<file path="config.mk">
export PLATFORM = sky130hd
export DESIGN_NAME = enc_mac_seq
export DESIGN_NICKNAME = d
export VERILOG_FILES = /design/src/rtl/enc_mac_seq.sv
export SDC_FILE = /design/constraint.sdc
export NUM_CORES = 1
export LEC_CHECK = 0
export CAP_MARGIN = 20
export CORE_MARGIN = 3
export CORE_UTILIZATION = 50
export CTS_BUF_LIST = sky130_fd_sc_hd__clkbuf_8
export DETAILED_ROUTE_END_ITERATION = 6
export PLACE_DENSITY = 0.75
export SLEW_MARGIN = 20
export SYNTH_ARGS = -nofsm -noshare
export SYNTH_HDL_FRONTEND = slang
export SYNTH_SLANG_ARGS = --single-unit
</file>
<file path="constraint.sdc">
create_clock -name clk_i -period 9 [get_ports clk_i]
set_clock_uncertainty 0.1 [all_clocks]
set_input_delay 1.35 -clock clk_i [delete_from_list [all_inputs] [get_ports clk_i]]
set_output_delay 1.35 -clock clk_i [all_outputs]
set_load 0.1 [all_outputs]
</file>
<file path="src/rtl/enc_mac_seq.sv">
// Sequential multiply-accumulate: one lane per cycle, weights re-encoded as floor((w+1)/2)
// into sign/magnitude, products summed into a wrapping accumulator with a sticky overflow flag.
module enc_mac_seq #(
  parameter int unsigned LANES = 4,
  parameter int unsigned ACC_W = 16
) (
  input  logic                 clk_i,
  input  logic                 rst_i,
  input  logic                 in_valid_i,
  output logic                 in_ready_o,
  input  logic [4*LANES-1:0]   w_i,
  input  logic [8*LANES-1:0]   a_i,
  input  logic                 clear_i,
  output logic                 out_valid_o,
  input  logic                 out_ready_i,
  output logic [ACC_W-1:0]     acc_o,
  output logic                 ovf_o,
  output logic                 busy_o
);

  localparam int unsigned LaneW = (LANES > 1) ? $clog2(LANES) : 1;

  typedef enum logic [1:0] {StIdle, StRun, StDone} state_e;

  state_e             state_q, state_d;
  logic [4*LANES-1:0] w_q, w_d;
  logic [8*LANES-1:0] a_q, a_d;
  logic [LaneW-1:0]   lane_q, lane_d;
  logic [ACC_W-1:0]   acc_q, acc_d;
  logic               ovf_q, ovf_d;

  logic [3:0]         w_sel;
  logic [7:0]         a_sel;
  logic signed [4:0]  w_inc, e_val;
  logic               e_sign;
  logic [2:0]         e_mag;
  logic [7:0]         a_mag;
  logic [9:0]         mag_prod;
  logic [10:0]        prod;
  logic [ACC_W-1:0]   prod_ext, sum;
  logic               ovf_add;

  always_comb begin
    w_sel = '0;
    a_sel = '0;
    for (int i = 0; i < LANES; i++) begin
      if (lane_q == LaneW'(i)) begin
        w_sel = w_q[4*i +: 4];
        a_sel = a_q[8*i +: 8];
      end
    end
  end

  // Arithmetic shift floors, so -1 lands on +0 and -8 on -4.
  always_comb begin
    w_inc    = $signed({w_sel[3], w_sel}) + 5'sd1;
    e_val    = w_inc >>> 1;
    e_sign   = e_val[4];
    e_mag    = e_sign ? 3'(-e_val) : 3'(e_val);
    a_mag    = a_sel[7] ? 8'(-a_sel) : a_sel;
    mag_prod = 10'(e_mag) * 10'(a_mag);
    prod     = (e_sign ^ a_sel[7]) ? 11'(-{1'b0, mag_prod}) : {1'b0, mag_prod};
    prod_ext = {{(ACC_W-11){prod[10]}}, prod};
    sum      = acc_q + prod_ext;
    ovf_add  = (acc_q[ACC_W-1] == prod_ext[ACC_W-1]) && (sum[ACC_W-1] != acc_q[ACC_W-1]);
  end

  always_comb begin
    state_d = state_q;
    w_d     = w_q;
    a_d     = a_q;
    lane_d  = lane_q;
    acc_d   = acc_q;
    ovf_d   = ovf_q;
    case (state_q)
      StIdle: begin
        if (in_valid_i) begin
          w_d     = w_i;
          a_d     = a_i;
          lane_d  = '0;
          state_d = StRun;
          if (clear_i) begin
            acc_d = '0;
            ovf_d = 1'b0;
          end
        end
      end
      StRun: begin
        acc_d = sum;
        ovf_d = ovf_q | ovf_add;
        if (lane_q == LaneW'(LANES - 1)) begin
          state_d = StDone;
        end else begin
          lane_d = LaneW'(lane_q + 1'b1);
        end
      end
      StDone: begin
        if (out_ready_i) state_d = StIdle;
      end
      default: state_d = StIdle;
    endcase
  end

  always_ff @(posedge clk_i) begin
    if (rst_i) begin
      state_q <= StIdle;
      w_q     <= '0;
      a_q     <= '0;
      lane_q  <= '0;
      acc_q   <= '0;
      ovf_q   <= 1'b0;
    end else begin
      state_q <= state_d;
      w_q     <= w_d;
      a_q     <= a_d;
      lane_q  <= lane_d;
      acc_q   <= acc_d;
      ovf_q   <= ovf_d;
    end
  end

  assign in_ready_o  = (state_q == StIdle);
  assign busy_o      = (state_q != StIdle);
  assign out_valid_o = (state_q == StDone);
  assign acc_o       = acc_q;
  assign ovf_o       = ovf_q;

endmodule

</file>
==> impl_metrics.tcl, run 1 <==
set metrics [dict create \
    cts_setup_buffers 0 \
    layout_common_cells "146 x nand2_1, 75 x a21oi_1, 71 x clkdlybuf4s50_1" \
    die_y_um 103 \
    nets 771 \
    max_stage_delay_ps 540 \
    port_buffers 72 \
    vias 4541 \
    yosysSeqAreaShare_pct 29.4 \
    layout_commonest_cell "nand2_1" \
    critPathKind "reg2reg" \
    antenna_cells 0 \
    crit_arrival_ps 8640 \
    worst_pin_slew_ps 986 \
    ys_types 59 \
    die_w_um 103 \
    synth_top_area_share_pct 29.4 \
    tritoncts "yes" \
    start_util_pct 52.5 \
    synth_nets 718 \
    timing.fmax_ghz 0.118 \
    critPathSlowestCell "fa_1" \
    viasPerCell 5.73 \
    clk_pin_slew_ps 90 \
    place.gp.congestion 0.914 \
    overflow 0 \
    ys_warn_count 0 \
    min_period_ps 8460 \
    synth_area_leaders "dfxtp_1 29%, nand2_1 12%, a21oi_1 8.0%" \
    io_pins 73 \
    worst_slack_ps 537 \
    cts_made_buffers 9 \
    max_slew_margin_pct 34.0 \
    hp-class "reg2reg" \
    grt_max_degree 73 \
    p_leak_nw 2.27 \
    ys_ff_latch 69 \
    wl_um 12000 \
    synth_top_area_cell "dfxtp_1" \
    rows 34 \
    first_pass_iters 5 \
    place_ws_ps 450 \
    synth-main-ff-cell "dfxtp_1" \
    ys_async_sr_fraction_pct 0 \
    clock_sink_count 69 \
    setup_viol 0 \
    antenna_found_initial 0 \
    worstPathRequired_ps 9180 \
    die_area_um2 10600 \
    cpMostUsedCell "ha_1" \
    wl_per_cell_um 15.1 \
    report.final.slew_viol_count 0 \
    ctsHoldBuffers 0 \
    cts_root_buffer "clkbuf_8" \
    area_growth_pct 20.6 \
    outcome "complete, no violations" \
    hpwl_um 9170 \
    drc 0 \
    maxCapViolCount 0 \
    grt_pass1_wl_um 19800 \
    grt_pass1_vias 4303 \
    clk_path_buf_depth 2 \
    grt_usage_pct 23.0 \
    ant_nets 0 \
    drive_above_1_share_pct 4.82 \
    hold_viol_final 0 \
    syn-cell-area_um2 4690 \
    cp-end-kind "flip-flop" \
    insertion_delay_ps 350 \
    htreeDepth 3 \
    synth-edff-count 0 \
    fin_tns_setup_ps 0 \
    cp-start-kind "flip-flop" \
    synthCells 627 \
    crit_fanout 19 \
    drt_first_iter_violations 259 \
    coreArea_um2 8930 \
    rsz0062_at_grt "false" \
    cts_resized 0 \
    finalCritPeriodShare_pct 94.0 \
    vdd_drop_max_mv 0.0787 \
    nFillCells 812 \
    p_per_area_nw_per_um2 175 \
    postSynthAreaPerCell_um2 7.49 \
]
[synth_stat cells, drive strengths merged, types with 4 or more instances]
cell type and number:
a211o 5, a21oi 75, a22oi 16, a31oi 5
and2 8, and3 4, buf 10, clkbuf 23
dfxtp 69, fa 8, ha 30, inv 38
mux2i 4, nand2 146, nand2b 6, nand3 7
nand3b 6, nor2 35, nor2b 7, nor3 9
o21ai 20, o31a 5, or2 6, or3 4
xnor2 18, xor2 11
[power by group]
group | leakage (nW) | internal, mW | switching [mW]
Clock | 0.112 | 0.160 | 0.136
Combinational | 1.59 | 0.134 | 0.219
Sequential | 0.564 | 0.325 | 0.0169
[final cells by class]
class / instances / area, um2 / share of cell area (%)
clock buffers: 9 / 124 / 2.19
clock inverters: 7 / 105 / 1.86
inverters: 38 / 143 / 2.52
multi-input cells: 487 / 3040 / 53.6
flip-flops and latches: 69 / 1380 / 24.4
well taps: 108 / 135 / 2.39
repair buffers: 75 / 738 / 13.0
[routing by layer]
| metal | global-route usage, % | part of all wire, % | vias up |
|---|---|---|---|
| li1 | - | - | 2252 |
| met1 | 28.4 | 43 | 2131 |
| met2 | 41.4 | 50 | 136 |
| met3 | 2.64 | 4.4 | 22 |
| met4 | 7.67 | 2.1 | 0 |
| met5 | 0 | 0 | - |
[worst max-delay path, delay by kind of cell (launching register included)]
family | cells | cell delay, ps
flops | 1 | 360
buf+inv | 3 | 270
compound gates | 11 | 2780
simple gates | 8 | 2010
fa+ha+maj | 6 | 2440
xor+xnor | 2 | 420
[registers in the layout (all words and copies together), names as in the netlist]
register	flops
state_q	2
w_q	16
acc_o	16
ovf_o	1
a_q	32
lane_q	2
[final timing paths]
path | start | endpoint | slack [ps] | cells after the start
max | lane_q[0] | acc_o[15] | 540 | 30
max reg2reg | lane_q[0] | acc_o[15] | 540 | 30
min reg2reg | a_q[5] | a_q[5] | 360 | 2
min | a_q[5] | a_q[5] | 360 | 2
[through the flow]
| step | cells | hold WS [ps] | instance area [um2] | utilization, % | power (mW) |
|---|---|---|---|---|---|
| detailed placement | 777 | 347 | 5430 | 60.8 | 0.700 |
| CTS | 793 | 360 | 5660 | 63.3 | 0.993 |
| finish | 793 | 363 | 5660 | 63.4 | 0.991 |
| global placement | 777 | 346 | 5430 | 60.8 | 0.686 |
| global route | 793 | 385 | 5660 | 63.4 | 1.04 |
| floorplan | 627 | 331 | 4690 | - | 0.610 |
[kinds of logic after synthesis]
| logic type | share of synthesized area, % |
|---|---|
| AND/OR/NAND/NOR | 23.7 |
| AO/OA/AOI/OAI | 22.7 |
| buffers and inverters | 5.97 |
| flip-flops | 29.4 |
| adder cells (fa/ha/maj) | 11.6 |
| XOR/XNOR | 5.41 |
| multiplexers | 1.17 |
Note: power is estimated with default switching activity, not from simulation.
==> run 2: changes to the inputs <==
==> constraint.sdc (replaced) <==
create_clock -name clk_i -period 10.01 [get_ports clk_i]
set_clock_uncertainty 0.1 [all_clocks]
set_input_delay 1.5015 -clock clk_i [delete_from_list [all_inputs] [get_ports clk_i]]
set_output_delay 1.5015 -clock clk_i [all_outputs]
set_load 0.1 [all_outputs]
==> run 2 against run 1 <==
Net effect: count of clock-buffer cells in the layout did not move; critical path depth decreased by 1; wire length hardly changed; critical path type unchanged; critical endpoint unchanged.
==> impl_metrics.tcl, run 2 (synthesis gave the netlist of run 1 again) <==
set metrics [dict create \
    met3_usage_pct 4.19 \
    p_leak_nw 2.27 \
    timing.reg2reg.setup_slack_ps 1520 \
    layout_common_cells "146 x nand2_1, 75 x a21oi_1, 71 x clkdlybuf4s50_1" \
    timing.fmax_ghz 0.118 \
    tritoncts "yes" \
    multi_input_area_um2 3030 \
    vias 4550 \
    timing.rr.start "lane_q[0]" \
    report.final.slew_viol_count 0 \
    critPathKind "reg2reg" \
    fin_util_pct 63.3 \
    fin_tns_setup_ps 0 \
    cts_root_buffer "clkbuf_8" \
    area_growth_pct 20.5 \
    clk_path_buf_depth 2 \
    die_w_um 103 \
    nFillCells 809 \
    layout_commonest_cell "nand2_1" \
    met2_usage_pct 41.1 \
    wl_per_cell_um 15.1 \
    antenna_found_initial 0 \
    max_stage_delay_ps 700 \
    rsz0062_at_grt "false" \
    grt_usage_pct 23.5 \
    finalCritPeriodShare_pct 84.8 \
    p_per_area_nw_per_um2 158 \
    hpwl_um 9160 \
    clk_pin_slew_ps 90 \
    viasPerCell 5.74 \
    antenna_cells 0 \
    crit_arrival_ps 8680 \
    drt_first_iter_violations 245 \
    largest_reg_flops 32 \
    clock_sink_count 69 \
    ant_nets 0 \
    cp-end-kind "flip-flop" \
    cp-start-kind "flip-flop" \
    overflow 0 \
    insertion_delay_ps 360 \
    rows 34 \
    maxCapViolCount 0 \
    first_pass_iters 5 \
    cts_setup_buffers 0 \
    reg2reg_depth 29 \
    hold_viol_final 0 \
    io_pins 73 \
    port_buffers 72 \
    hold_depth 2 \
    min_period_ps 8490 \
    met1_usage_pct 28.1 \
    ctsHoldBuffers 0 \
    die_area_um2 10600 \
    dp_cells 777 \
    htreeDepth 3 \
    drc 0 \
    grt_max_degree 73 \
    wl_um 12000 \
    fin_cells 793 \
    nets 771 \
    setup_viol 0 \
    grt_pass1_vias 4390 \
    critPathSlowestCell "ha_1" \
    cts_made_buffers 9 \
    worstPathRequired_ps 10200 \
    vdd_drop_max_mv 0.0783 \
    max_slew_margin_pct 33.9 \
    cts_resized 0 \
    min_from "a_q[21]" \
    seq_area_um2 1380 \
    die_y_um 103 \
    top_register "a_q" \
    drive_above_1_share_pct 4.67 \
    cpMostUsedCell "ha_1" \
    reg2reg_to "acc_o[15]" \
    coreArea_um2 8930 \
    place.gp.congestion 0.917 \
    crit_fanout 26 \
    hp-class "reg2reg" \
    worst_pin_slew_ps 988 \
    outcome "complete, no violations" \
    start_util_pct 52.5 \
    hold_end "a_q[21]" \
    grt_busiest_layer "met2" \
    total_power_mw 0.894 \
    grt_pass1_wl_um 20000 \
]
==> run 2: cell count changes in the layout (fill, tap and decap cells not counted) <==
cell and delta:
ha_1 +1, ha_2 -1
==> run 2: how the worst max path moves through the flow <==
stage                      endpoint  cells after the start       from
after global placement    acc_o[15]                     29  lane_q[0]
after global routing      acc_o[15]                     30  lane_q[0]
after floorplan           acc_o[15]                     31  lane_q[0]
after detailed placement  acc_o[15]                     29  lane_q[0]
final                     acc_o[15]                     29  lane_q[0]
after CTS                 acc_o[15]                     29  lane_q[0]
==> run 2: critical path, delay by kind of cell, from the launching register on <==
family	cells	cell delay (ps)
compound gates	11	2950
xor+xnor	2	380
fa+ha+maj	6	2590
buf+inv	3	460
flops	1	420
simple gates	7	1520
==> run 2: stage by stage <==
step,cell area [um2],setup slack (ps),hold WS (ps)
2_1_floorplan,4690,2670,331
3_3_place_gp,5430,1940,346
3_5_place_dp,5430,1620,350
4_1_cts,5660,1600,360
5_1_grt,5660,921,381
6_report,5660,1520,356
==> run 2: where the power goes <==
group / internal (mW) / leakage [nW] / total [mW] / switching, mW
clock network: 0.144 / 0.112 / 0.269 / 0.125
logic: 0.120 / 1.60 / 0.317 / 0.197
registers: 0.292 / 0.564 / 0.308 / 0.0151
==> run 2: layer usage <==
metal  part of all wire [%]  routed length [um]  up-vias
met5                      0                   0        -
met4                    3.5                 420        0
met3                    5.6                 667       37
met2                     48                5800      159
met1                     43                5100     2103
li1                       -                   -     2251
==> run 2: layout make-up <==
class / instances / area share (%)
multi-input combinational: 487 / 53.6
sequential: 69 / 24.4
timing repair buffer: 75 / 13.0
inverter: 38 / 2.52
tap: 108 / 2.39
clock buffer: 9 / 2.19
clock inverter: 7 / 1.86
==> run 3: changes to the inputs <==
--- a/config.mk
+++ b/config.mk
@@ -10,7 +10,7 @@
 export CORE_UTILIZATION = 50
 export CTS_BUF_LIST = sky130_fd_sc_hd__clkbuf_8
 export DETAILED_ROUTE_END_ITERATION = 6
-export PLACE_DENSITY = 0.75
+export PLACE_DENSITY = 0.78
 export SLEW_MARGIN = 20
 export SYNTH_ARGS = -nofsm -noshare
 export SYNTH_HDL_FRONTEND = slang
==> constraint.sdc (replaced) <==
create_clock -name clk_i -period 7.1 [get_ports clk_i]
set_clock_uncertainty 0.1 [all_clocks]
set_input_delay 1.065 -clock clk_i [delete_from_list [all_inputs] [get_ports clk_i]]
set_output_delay 1.065 -clock clk_i [all_outputs]
set_load 0.1 [all_outputs]
==> run 3 against run 2 <==
Net effect: global-route usage down 0.090 points; highest routed layer unchanged; utilization up 7.5 points; setup slack worse by 1400 ps.
==> impl_metrics.tcl, run 3 (synthesis gave the netlist of run 1 again) <==
set metrics [dict create \
    grt_max_degree 73 \
    rows 34 \
    io_pins 73 \
    clk_path_buf_depth 2 \
    tritoncts "yes" \
    clk_pin_slew_ps 80 \
    place.gp.congestion 0.908 \
    antenna_found_initial 0 \
    grt_pass1_vias 4558 \
    worst_pin_slew_ps 1190 \
    wl_um 13300 \
    largest_reg_flops 32 \
    area_growth_pct 34.8 \
    htreeDepth 3 \
    cpMostUsedCell "buf_4" \
    critPathLaunch "lane_q[0]" \
    hpwl_um 9290 \
    dpl_cell_area_um2 5690 \
    cts_root_buffer "clkbuf_8" \
    die_y_um 103 \
    report.final.slew_viol_count 0 \
    grt_usage_pct 23.5 \
    holdWs_ps 358 \
    grt_pass1_wl_um 20100 \
    viasPerCell 5.75 \
    setup_viol 0 \
    die_w_um 103 \
    drive_above_1_share_pct 18.6 \
    vias 4832 \
    coreArea_um2 8930 \
    max_slew_margin_pct 20.7 \
    insertion_delay_ps 350 \
    stdcell_area_um2 6330 \
    start_util_pct 52.5 \
    timing.reg2reg.setup_slack_ps 80 \
    timing.rr.start "lane_q[0]" \
    nets 819 \
    cts_made_buffers 9 \
    antenna_cells 0 \
    crit_fanout 10 \
    layout_common_cells "143 x nand2_1, 71 x clkdlybuf4s50_1, 69 x a21oi_1" \
    p_per_area_nw_per_um2 208 \
    cp-start-kind "flip-flop" \
    finalCritPeriodShare_pct 98.9 \
    top_register "a_q" \
    vdd_drop_max_mv 0.112 \
    port_buffers 72 \
    wl_per_cell_um 15.9 \
    ant_nets 0 \
    outcome "complete, no violations" \
    hp-class "reg2reg" \
    drc 0 \
    ctsHoldBuffers 0 \
    max_stage_delay_ps 510 \
    first_pass_iters 5 \
    drt_first_iter_violations 174 \
    clock_sink_count 69 \
    total_power_mw 1.32 \
    maxCapViolCount 0 \
    crit_end "acc_o[15]" \
    p_leak_nw 2.49 \
    crit_arrival_ps 7120 \
    min_period_ps 7020 \
    reg2reg_depth 35 \
    critPathKind "reg2reg" \
    cp-end-kind "flip-flop" \
    timing.fmax_ghz 0.142 \
    layout_commonest_cell "nand2_1" \
    overflow 0 \
    hold_viol_final 0 \
    critPathSlowestCell "fa_1" \
    min_from "w_q[10]" \
    worstPathRequired_ps 7210 \
    die_area_um2 10600 \
    reg2reg_to "acc_o[15]" \
]
-- run 3: cell types whose count changed in the layout (fill, tap and decap cells not counted), moves of 6 or more --
cell	before	now
a21oi_1	75	69
buf_4	3	46
ha_1	30	19
ha_4	0	6
-- run 3: per-layer routing --
metal  share of wire [%]  GRT usage, %  vias up
met1                  41          26.7     2291
met2                  52          43.4      146
met4                 2.9          8.47        0
li1                    -             -     2357
met5                   0             0        -
met3                 4.0          4.33       38
-- run 3: worst max-delay path, delay by kind of cell (launching register included) --
family          cells  cell delay (ps)
compound gates     12             2210
simple gates        6             1030
xor+xnor            3              440
fa+ha+maj           5             1590
flops               1              370
buf+inv             9             1130
-- run 3: cell type report --
class                           instances  area [um2]
Tap cell                              108         135
Sequential cell                        69        1390
Clock inverter                          7        57.6
Timing Repair Buffer                  123        1130
Clock buffer                            9         124
Multi-Input combinational cell        487        3360
Inverter                               38         143
Fill cell                             708        2610
-- run 3: worst min-delay path by stage --
| stage | slack, ps | to | cells past startpoint |
|---|---|---|---|
| final | 360 | w_q[10] | 2 |
| after global routing | 390 | w_q[10] | 2 |
| after CTS | 360 | w_q[15] | 2 |
| after detailed placement | 350 | a_q[9] | 2 |
| after global placement | 340 | a_q[28] | 2 |
| after floorplan | 330 | a_q[17] | 2 |
-- run 3: repair_timing --
| action | in CTS | in global routing |
|---|---|---|
| buffers inserted | 7 | 11 |
| endpoints found under the setup margin | 3 | 4 |
| pin swaps | 15 | 34 |
| resized for setup | 27 | 43 |
-- run 3: metrics by stage --
stage	setup slack, ps	utilization [%]	TNS [ps]	instances
after global placement	22.1	63.6	0	807
after CTS	25.4	67.4	0	830
after global routing	-158	70.8	-441	841
after detailed placement	-331	63.6	-803	807
final	81.5	70.8	0	841
after floorplan	5.22	-	0	627
-- run 3: report_power, final --
group          internal (mW)  switching (mW)  total (mW)
clock network          0.132           0.171       0.303
registers              0.412          0.0210       0.433
logic                  0.254           0.326       0.580
